[config.mk]
export PLATFORM = sky130hd
export DESIGN_NAME = alu_rs
export DESIGN_NICKNAME = d
export VERILOG_FILES = /design/src/rtl/alu_rs.sv
export SDC_FILE = /design/constraint.sdc
export NUM_CORES = 2
export LEC_CHECK = 0
export CAP_MARGIN = 20
export CORE_MARGIN = 2
export CORE_UTILIZATION = 55
export CTS_CLUSTER_SIZE = 24
export DETAILED_ROUTE_END_ITERATION = 12
export GPL_TIMING_DRIVEN = 0
export HOLD_SLACK_MARGIN = 0.15
export PLACE_DENSITY_LB_ADDON = 0.15
export SYNTH_ARGS = -nofsm -noshare
export SYNTH_HDL_FRONTEND = slang
export SYNTH_SLANG_ARGS = --single-unit
[constraint.sdc]
create_clock -name clk -period 2.85 [get_ports clk]
set_input_delay 0.855 -clock clk [delete_from_list [all_inputs] [get_ports clk]]
set_output_delay 0.855 -clock clk [all_outputs]
set_load 0.05 [all_outputs]
[src/rtl/alu_rs.sv]
// ALU reservation station: holds dispatched ops, snoops the CDB, issues the lowest ready entry.
// Optional build macro RS_WAKEUP_BYPASS_EN lets a same-cycle CDB match count toward readiness.
module alu_rs #(
    parameter int unsigned RS_SIZE  = 8,
    parameter int unsigned RS_IDX_W = 3,
    parameter int unsigned ROB_W    = 4
) (
    input  logic             clk,
    input  logic             rst,
    input  logic             rdy,
    input  logic             clear,
    input  logic             disp_valid,
    input  logic [5:0]       disp_opcode_id,
    input  logic [31:0]      disp_vj,
    input  logic [31:0]      disp_vk,
    input  logic [ROB_W-1:0] disp_qj,
    input  logic [ROB_W-1:0] disp_qk,
    input  logic             disp_qj_busy,
    input  logic             disp_qk_busy,
    input  logic [31:0]      disp_A,
    input  logic [ROB_W-1:0] disp_rob_pos,
    output logic             rs_full,
    input  logic             cdb_valid,
    input  logic [ROB_W-1:0] cdb_rob_pos,
    input  logic [31:0]      cdb_val,
    output logic             instr_valid,
    output logic [5:0]       opcode_id,
    output logic [31:0]      vj,
    output logic [31:0]      vk,
    output logic [31:0]      A,
    output logic [ROB_W-1:0] ROB_pos
);

    logic [RS_SIZE-1:0] busy_q, busy_d, qj_busy_q, qj_busy_d, qk_busy_q, qk_busy_d;
    logic [5:0]         op_q  [RS_SIZE];
    logic [5:0]         op_d  [RS_SIZE];
    logic [31:0]        vj_q  [RS_SIZE];
    logic [31:0]        vj_d  [RS_SIZE];
    logic [31:0]        vk_q  [RS_SIZE];
    logic [31:0]        vk_d  [RS_SIZE];
    logic [31:0]        a_q   [RS_SIZE];
    logic [31:0]        a_d   [RS_SIZE];
    logic [ROB_W-1:0]   qj_q  [RS_SIZE];
    logic [ROB_W-1:0]   qj_d  [RS_SIZE];
    logic [ROB_W-1:0]   qk_q  [RS_SIZE];
    logic [ROB_W-1:0]   qk_d  [RS_SIZE];
    logic [ROB_W-1:0]   rob_q [RS_SIZE];
    logic [ROB_W-1:0]   rob_d [RS_SIZE];

    logic [RS_SIZE-1:0]  wake_j, wake_k, ready;
    logic [RS_IDX_W-1:0] free_idx, sel_idx;
    logic                sel_found;
    logic                cap_j, cap_k;

    logic             iv_d;
    logic [5:0]       op_out_d;
    logic [31:0]      vj_out_d, vk_out_d, a_out_d;
    logic [ROB_W-1:0] rob_out_d;

    assign rs_full = &busy_q;
    assign cap_j   = cdb_valid && disp_qj_busy && (cdb_rob_pos == disp_qj);
    assign cap_k   = cdb_valid && disp_qk_busy && (cdb_rob_pos == disp_qk);

    always_comb begin
        wake_j    = '0;
        wake_k    = '0;
        ready     = '0;
        free_idx  = '0;
        sel_idx   = '0;
        sel_found = 1'b0;
        for (int i = 0; i < RS_SIZE; i++) begin
            wake_j[i] = busy_q[i] && qj_busy_q[i] && cdb_valid && (qj_q[i] == cdb_rob_pos);
            wake_k[i] = busy_q[i] && qk_busy_q[i] && cdb_valid && (qk_q[i] == cdb_rob_pos);
`ifdef RS_WAKEUP_BYPASS_EN
            ready[i]  = busy_q[i] && (!qj_busy_q[i] || wake_j[i]) && (!qk_busy_q[i] || wake_k[i]);
`else
            ready[i]  = busy_q[i] && !qj_busy_q[i] && !qk_busy_q[i];
`endif
        end
        // Scan downward so the lowest index wins.
        for (int i = RS_SIZE - 1; i >= 0; i--) begin
            if (!busy_q[i]) free_idx = RS_IDX_W'(i);
            if (ready[i]) begin
                sel_idx   = RS_IDX_W'(i);
                sel_found = 1'b1;
            end
        end
    end

    always_comb begin
        busy_d    = busy_q;
        qj_busy_d = qj_busy_q;
        qk_busy_d = qk_busy_q;
        op_d      = op_q;
        vj_d      = vj_q;
        vk_d      = vk_q;
        a_d       = a_q;
        qj_d      = qj_q;
        qk_d      = qk_q;
        rob_d     = rob_q;

        for (int i = 0; i < RS_SIZE; i++) begin
            if (wake_j[i]) begin
                vj_d[i]      = cdb_val;
                qj_busy_d[i] = 1'b0;
            end
            if (wake_k[i]) begin
                vk_d[i]      = cdb_val;
                qk_busy_d[i] = 1'b0;
            end
        end

        if (sel_found) busy_d[sel_idx] = 1'b0;

        // Free slot was idle this cycle, so it can never collide with the issuing entry.
        if (disp_valid && !rs_full) begin
            busy_d[free_idx]    = 1'b1;
            op_d[free_idx]      = disp_opcode_id;
            a_d[free_idx]       = disp_A;
            rob_d[free_idx]     = disp_rob_pos;
            qj_d[free_idx]      = disp_qj;
            qk_d[free_idx]      = disp_qk;
            vj_d[free_idx]      = cap_j ? cdb_val : disp_vj;
            vk_d[free_idx]      = cap_k ? cdb_val : disp_vk;
            qj_busy_d[free_idx] = disp_qj_busy && !cap_j;
            qk_busy_d[free_idx] = disp_qk_busy && !cap_k;
        end

        if (clear) busy_d = '0;
    end

    always_comb begin
        iv_d      = 1'b0;
        op_out_d  = opcode_id;
        vj_out_d  = vj;
        vk_out_d  = vk;
        a_out_d   = A;
        rob_out_d = ROB_pos;
        if (sel_found && !clear) begin
            iv_d      = 1'b1;
            op_out_d  = op_q[sel_idx];
            // Wake flags can only be set on a selected entry in the bypass build.
            vj_out_d  = wake_j[sel_idx] ? cdb_val : vj_q[sel_idx];
            vk_out_d  = wake_k[sel_idx] ? cdb_val : vk_q[sel_idx];
            a_out_d   = a_q[sel_idx];
            rob_out_d = rob_q[sel_idx];
        end
    end

    always_ff @(posedge clk or negedge rst) begin
        if (!rst) begin
            busy_q      <= '0;
            qj_busy_q   <= '0;
            qk_busy_q   <= '0;
            for (int i = 0; i < RS_SIZE; i++) begin
                op_q[i]  <= '0;
                vj_q[i]  <= '0;
                vk_q[i]  <= '0;
                a_q[i]   <= '0;
                qj_q[i]  <= '0;
                qk_q[i]  <= '0;
                rob_q[i] <= '0;
            end
            instr_valid <= 1'b0;
            opcode_id   <= '0;
            vj          <= '0;
            vk          <= '0;
            A           <= '0;
            ROB_pos     <= '0;
        end else if (rdy) begin
            busy_q      <= busy_d;
            qj_busy_q   <= qj_busy_d;
            qk_busy_q   <= qk_busy_d;
            op_q        <= op_d;
            vj_q        <= vj_d;
            vk_q        <= vk_d;
            a_q         <= a_d;
            qj_q        <= qj_d;
            qk_q        <= qk_d;
            rob_q       <= rob_d;
            instr_valid <= iv_d;
            opcode_id   <= op_out_d;
            vj          <= vj_out_d;
            vk          <= vk_out_d;
            A           <= a_out_d;
            ROB_pos     <= rob_out_d;
        end
    end

endmodule

# Word-level counts from Yosys, hierarchy flattened
# Cells that the tools add are included.
dict set report word_totals {
  reg_bits 1043
  inputBits 158
  word_cells 299
}
dict set report op_classes {
  n_mux 106
  eq_ne 18
  reduce_logical 98
  n_bitwise 5
  order_cmp 7
}
# operator count
set ops {}
lappend ops {{32-bit 2-to-1 mux} 27}
lappend ops {{256-bit bitwise mux} 3}
lappend ops {{256-bit 2-to-1 mux} 2}
lappend ops {{32-bit binary-select mux with 3-bit select} 3}
lappend ops {{32-bit bitwise mux} 3}
lappend ops {{32-bit demux with 3-bit select} 1}
lappend ops {{1-bit logical AND} 75}
lappend ops {{4-bit equality test} 18}
lappend ops {{48-bit bitwise mux} 1}
lappend ops {{3-bit 2-to-1 mux} 16}
lappend ops {{8-bit 2-to-1 mux} 5}
lappend ops {{1-bit 2-to-1 mux} 29}
lappend ops {{1-bit zero test} 20}
lappend ops {{6-bit binary-select mux with 3-bit select} 1}
lappend ops {{6-bit demux with 3-bit select} 1}
lappend ops {{6-bit 2-to-1 mux} 3}
lappend ops {{8-bit bitwise mux} 2}
lappend ops {{4-bit binary-select mux with 3-bit select} 1}
lappend ops {{4-bit demux with 3-bit select} 1}
lappend ops {{4-bit 2-to-1 mux} 3}
lappend ops {{8-bit bitwise AND} 1}
lappend ops {{4-bit >= comparator, second input constant} 2}
lappend ops {{3-bit by 4-bit < comparator with 1-bit output, second input constant} 2}
lappend ops {{3-bit inverter with 4-bit output} 2}
lappend ops {{other kinds (8)} 12}

# Longest topological paths before layout
dict set report logic_depth {
  ltp_word 21
  depth_mapped 11
  ltp_nobuf 6
}

# Worst setup path after synthesis
# No wires, ideal clock.
dict set report synth_timing {
  path_type {reg2out}
  startpoint {register busy_q[4]}
  endpoint {output rs_full}
  t_required_ps 1995
  path_slack_ps -168
  t_arrival_ps 2163
  n_path_buf 1
  path_stages_with_launch 4
  path_cell_list {dfrtp_1 -> clkbuf_1 -> nand2_1 -> nor4_1}
}
dict set report synth_between {
  elab_chain_len 1
}
# item line_no
set synth_lines {}
lappend synth_lines {{start, declared} 34} ;# logic [RS_SIZE-1:0] busy_q, busy_d, qj_busy_q, qj_busy_d, qk_busy_q, qk_busy_d;
lappend synth_lines {{start signal, assigned} 171} ;# busy_q <= busy_d;
lappend synth_lines {{8-bit AND reduction} 60} ;# assign rs_full = &busy_q;
lappend synth_lines {{end, declared} 22} ;# output logic rs_full,
# No other way between the ends.

# Final worst setup path
dict set report layout_timing {
  startpoint {register busy_q[7]}
  endpoint {register vj_q[18] in the netlist's numbering}
}
dict set report layout_between {
  elab_chain_len 15
}
# item line_no
set layout_lines {}
lappend layout_lines {{3-bit 2-to-1 mux (8 in a row)} 82} ;# if (!busy_q[i]) free_idx = RS_IDX_W'(i);
lappend layout_lines {{3-bit inverter with 4-bit output} 123} ;# vj_d[free_idx] = cap_j ? cdb_val : disp_vj;
lappend layout_lines {{4-bit >= comparator (not written as such) / 4-bit by 1-bit < comparator with 1-bit output (equally long branches)} 123}
lappend layout_lines {{1-bit logical AND (not written as such)} 123}
lappend layout_lines {{32-bit 2-to-1 mux} 123}
lappend layout_lines {{32-bit demux with 3-bit select} 123}
lappend layout_lines {{256-bit bitwise mux} 123}
lappend layout_lines {{256-bit 2-to-1 mux *} 116} ;# if (disp_valid && !rs_full) begin
lappend layout_lines {{end signal, assigned} 175} ;# vj_q <= vj_d;
lappend layout_lines {{end, declared} 37} ;# logic [31:0] vj_q [RS_SIZE];
# Mark *: on every way between the ends. The rest lies on a longest branch, timed or not.
# A chain may end at the register's enable or synchronous reset.

==> results_dict.tcl <==
set metrics [dict create \
    wl_per_cell_um 33.3 \
    syn_avg_cell_area_um2 10.4 \
    clock_skew_ns 0.0188 \
    top_usage_layer "met2" \
    dieArea_um2 95400 \
    die_y_um 309 \
    violations "setup timing" \
    ys_seq_elements 1043 \
    cp_slowest_cell "clkbuf_1" \
    grt_use_met3 0.159 \
    cts_sinks 1043 \
    syn-num-nets 5068 \
    clock_tree.root_cell "clkbuf_16" \
    timing.fmax_mhz 337 \
    holdCritPathClass "register to register" \
    async_flop_share 1.00 \
    dp_hpwl_mm 153 \
    cts_tree "yes" \
    setup-tns-final_ns -1.97 \
    initial_utilization 0.556 \
    p_total_w 0.0449 \
    synth-edff-count 0 \
    critPathMaxFanout 10 \
    gr-usage-met1 0.556 \
    core_area_um2 91900 \
    io_pins 266 \
    drt-initial-drc-count 6988 \
    cp-end-kind "register" \
    maxSlewViolCount 0 \
    clk_pin_slew_worst_paths_ns 0.07 \
    antenna_found_initial 17 \
    row_count 111 \
    syn_area_um2 51100 \
    ir_worst_vdd_mv 0.653 \
    crit_start "busy_q[7]$_DFFE_PN0P_" \
    fin_ws_ns -0.113 \
    clk_path_buf_depth 3 \
    numCtsBuffers 111 \
    start_kind "register" \
    reg2reg_depth 8 \
    tightest_slew_ns 1.26 \
    cp.required_ns 3.52 \
    path_depth 8 \
    grt_pass1_vias 46000 \
    cp.arrival_ns 3.64 \
    drive_gt1_frac 0.213 \
    gp_congestion 1.02 \
    crit_buf_inv 4 \
    ant_nets 0 \
    hold_violations 0 \
    clkLatencyLatePin_ns 0.74 \
    status "finished with violations" \
    rrSetupSlack_ns -0.11 \
    critPathKind "register to register" \
    maxSlewHeadroom 0.163 \
    slowest_delay_ns 0.65 \
    endpoint "vj_q[18]$_DFFE_PN0P_" \
    rsz0062_at_grt "true" \
    syn_inst 4910 \
    yosysSeqAreaShare 0.511 \
    finalCritPeriodShare 1.04 \
    stdcell_count 6658 \
    grt_first_pass_wirelength_mm 318 \
    io_buffers 250 \
    grt_overflow 0 \
    critical-path-top-delay-family "buffers and inverters" \
    path_cells "buf_4, nand4_1, or4_1, clkbuf_1, inv_1, o21ai_1, clkbuf_1, a21o_1" \
    yosysWarnings 0 \
    rr_endpoint "vj_q[18]$_DFFE_PN0P_" \
    die_width_um 309 \
    multi_input_area_um2 23200 \
    drc 0 \
    cp_common_cell "clkbuf_1" \
    syn2layout_area_growth_pct 18.7 \
    grt_max_degree 180 \
    final_nets 5469 \
    ys.flop_type "dfrtp_1" \
    grt_usage 0.461 \
    setup_viol 55 \
    layout_min_cycle_time_ns 2.96 \
    drtPass1Iterations 9 \
    p_leak_nw 27.0 \
    power_density_nw_per_um2 740 \
    reg2reg_from "busy_q[7]$_DFFE_PN0P_" \
    post_drt_via_cell_ratio 7.07 \
    max_cap_violations 0 \
    post-place-cells 6420 \
    ff_latch_area_um2 26100 \
    drt-total-wl_mm 222 \
    fill_cells 7406 \
    htreeDepth 3 \
    fin_hold_ws_ns 0.469 \
    use_met2 0.671 \
    dr_total_vias 47100 \
    synth.distinct_cells 59 \
]
how the worst min path moves through the flow:
stage / slack, ns / startpoint / cells past startpoint / to
2_1_floorplan: 0.44 / a_q[128]$_DFFE_PN0P_ / 2 / a_q[128]$_DFFE_PN0P_
3_3_place_gp: 0.45 / a_q[154]$_DFFE_PN0P_ / 2 / a_q[154]$_DFFE_PN0P_
3_5_place_dp: 0.46 / a_q[155]$_DFFE_PN0P_ / 2 / a_q[155]$_DFFE_PN0P_
4_1_cts: 0.47 / a_q[138]$_DFFE_PN0P_ / 2 / a_q[138]$_DFFE_PN0P_
5_1_grt: 0.48 / vk_q[29]$_DFFE_PN0P_ / 1 / vk_q[29]$_DFFE_PN0P_
6_report: 0.47 / a_q[158]$_DFFE_PN0P_ / 2 / a_q[158]$_DFFE_PN0P_
state kept, by name, summed over array words and instances, names as in the netlist:
name and cells:
rob_q 32, vk_q 256, A 32, vk 32, vj 32, ROB_pos 4
qj_busy_q 8, busy_q 8, a_q 256, qk_q 32, vj_q 256, qj_q 32
qk_busy_q 8, op_q 48, opcode_id 6, instr_valid 1
cells in the final DEF (no fill, tap or decap), types with 23 or more instances in the layout:
master              n
a21o_1             57
a21oi_1           397
a221o_1            64
a221oi_1           60
a221oi_2           25
a22oi_1           224
buf_1              23
buf_2              56
buf_4              43
buf_6              30
clkbuf_1          234
clkbuf_16         114
clkbuf_2          128
clkbuf_4           28
clkbuf_8           35
clkdlybuf4s50_1   223
dfrtp_1          1036
mux2_2            496
mux2i_1           119
nand2_1           381
nand3_1            45
nor2_1            368
nor3_1             23
o2111ai_1          41
o21ai_0           306
o221a_2            42
o221ai_1           32
o22ai_1           354
o2bb2ai_1          47
xor2_1             54
cells by family (layout without fill, tap and decap cells):
family          after synthesis  count (layout)  share of synthesized area
compound gates             1727            1727                      0.226
xor+xnor                     72              72                     0.0123
buf+inv                     535            1028                     0.0436
flops                      1043            1043                      0.511
mux                         617             617                      0.133
other cells                   0              12                          0
simple gates                916             916                     0.0749
timing repair:
item	in CTS	in global routing
gates resized for setup	236	219
setup buffers	16	15
pin swaps	6	7
hold endpoints to repair	53	0
hold buffers	1	0
gates cloned	0	2
endpoints found under the setup margin	913	668
worst register-to-register path: cells and delay by family, from the launching register on:
| family | cells | cell delay, ns |
|---|---|---|
| compound gates | 2 | 0.70 |
| buf+inv | 4 | 1.49 |
| flops | 1 | 0.48 |
| simple gates | 2 | 0.23 |
cell type report:
class | count | area share
repair buffers | 305 | 0.0537
flip-flops and latches | 1043 | 0.431
multi-input cells | 3332 | 0.383
clock buffers | 164 | 0.0552
well taps | 1243 | 0.0256
clock inverters | 41 | 0.00747
inverters | 16 | 0.000990
plain buffers | 502 | 0.0431
diodes | 12 | 0.000495
per-layer routing:
layer / wire, µm / up-vias
met5: 163 / -
met2: 93600 / 3676
li1: - / 19100
met4: 22200 / 20
met1: 77700 / 23200
met3: 28100 / 1041
metrics by stage:
stage,area [µm²],setup slack [ns],util
after floorplan,51100,0.0310,-
after global placement,55200,-47.48,0.600
after detailed placement,55500,-1.40,0.604
after CTS,59900,-0.0584,0.652
after global routing,60600,-0.0839,0.659
final,60600,-0.113,0.660
synthesized netlist by cell type, types with 3 or more instances:
cell type | count | area [µm²]
o2bb2ai_1 | 47 | 412
nor4_1 | 4 | 25.0
xnor2_1 | 18 | 158
a221o_1 | 64 | 641
buf_6 | 8 | 90.1
clkbuf_1 | 377 | 1420
o221ai_1 | 32 | 280
a21oi_2 | 5 | 43.8
o21ai_1 | 6 | 30.0
or4_1 | 14 | 105
o21ai_0 | 309 | 1550
nor3b_2 | 7 | 87.6
o22ai_1 | 354 | 2210
o221a_2 | 42 | 473
or3_1 | 5 | 31.3
xor2_1 | 54 | 473
dfrtp_1 | 1043 | 26100
nor3_1 | 28 | 140
nor2_1 | 375 | 1410
or3b_1 | 3 | 26.3
nand3_1 | 45 | 225
o2111ai_1 | 41 | 359
buf_1 | 38 | 143
buf_2 | 81 | 405
or2_2 | 3 | 18.8
nand2b_1 | 6 | 37.5
buf_4 | 15 | 113
a211o_1 | 11 | 96.3
a22o_1 | 4 | 35.0
nor2b_1 | 9 | 56.3
a221oi_2 | 21 | 315
nand2_1 | 387 | 1450
inv_1 | 16 | 60.1
mux2i_1 | 121 | 1210
nand3b_1 | 3 | 22.5
a221oi_1 | 65 | 569
nand4_1 | 19 | 119
a22oi_1 | 227 | 1700
a31oi_1 | 3 | 18.8
o32a_1 | 22 | 220
mux2_2 | 496 | 5590
a21oi_1 | 404 | 2020
a21o_1 | 58 | 435
power breakdown:
part / switching (W) / internal, W / total (W)
sequential: 0.00171 / 0.0173 / 0.0190
clock: 0.00649 / 0.00875 / 0.0152
combinational: 0.00661 / 0.00400 / 0.0106
total: 0.0148 / 0.0301 / 0.0449
Note: power is estimated with default switching activity, not from simulation.
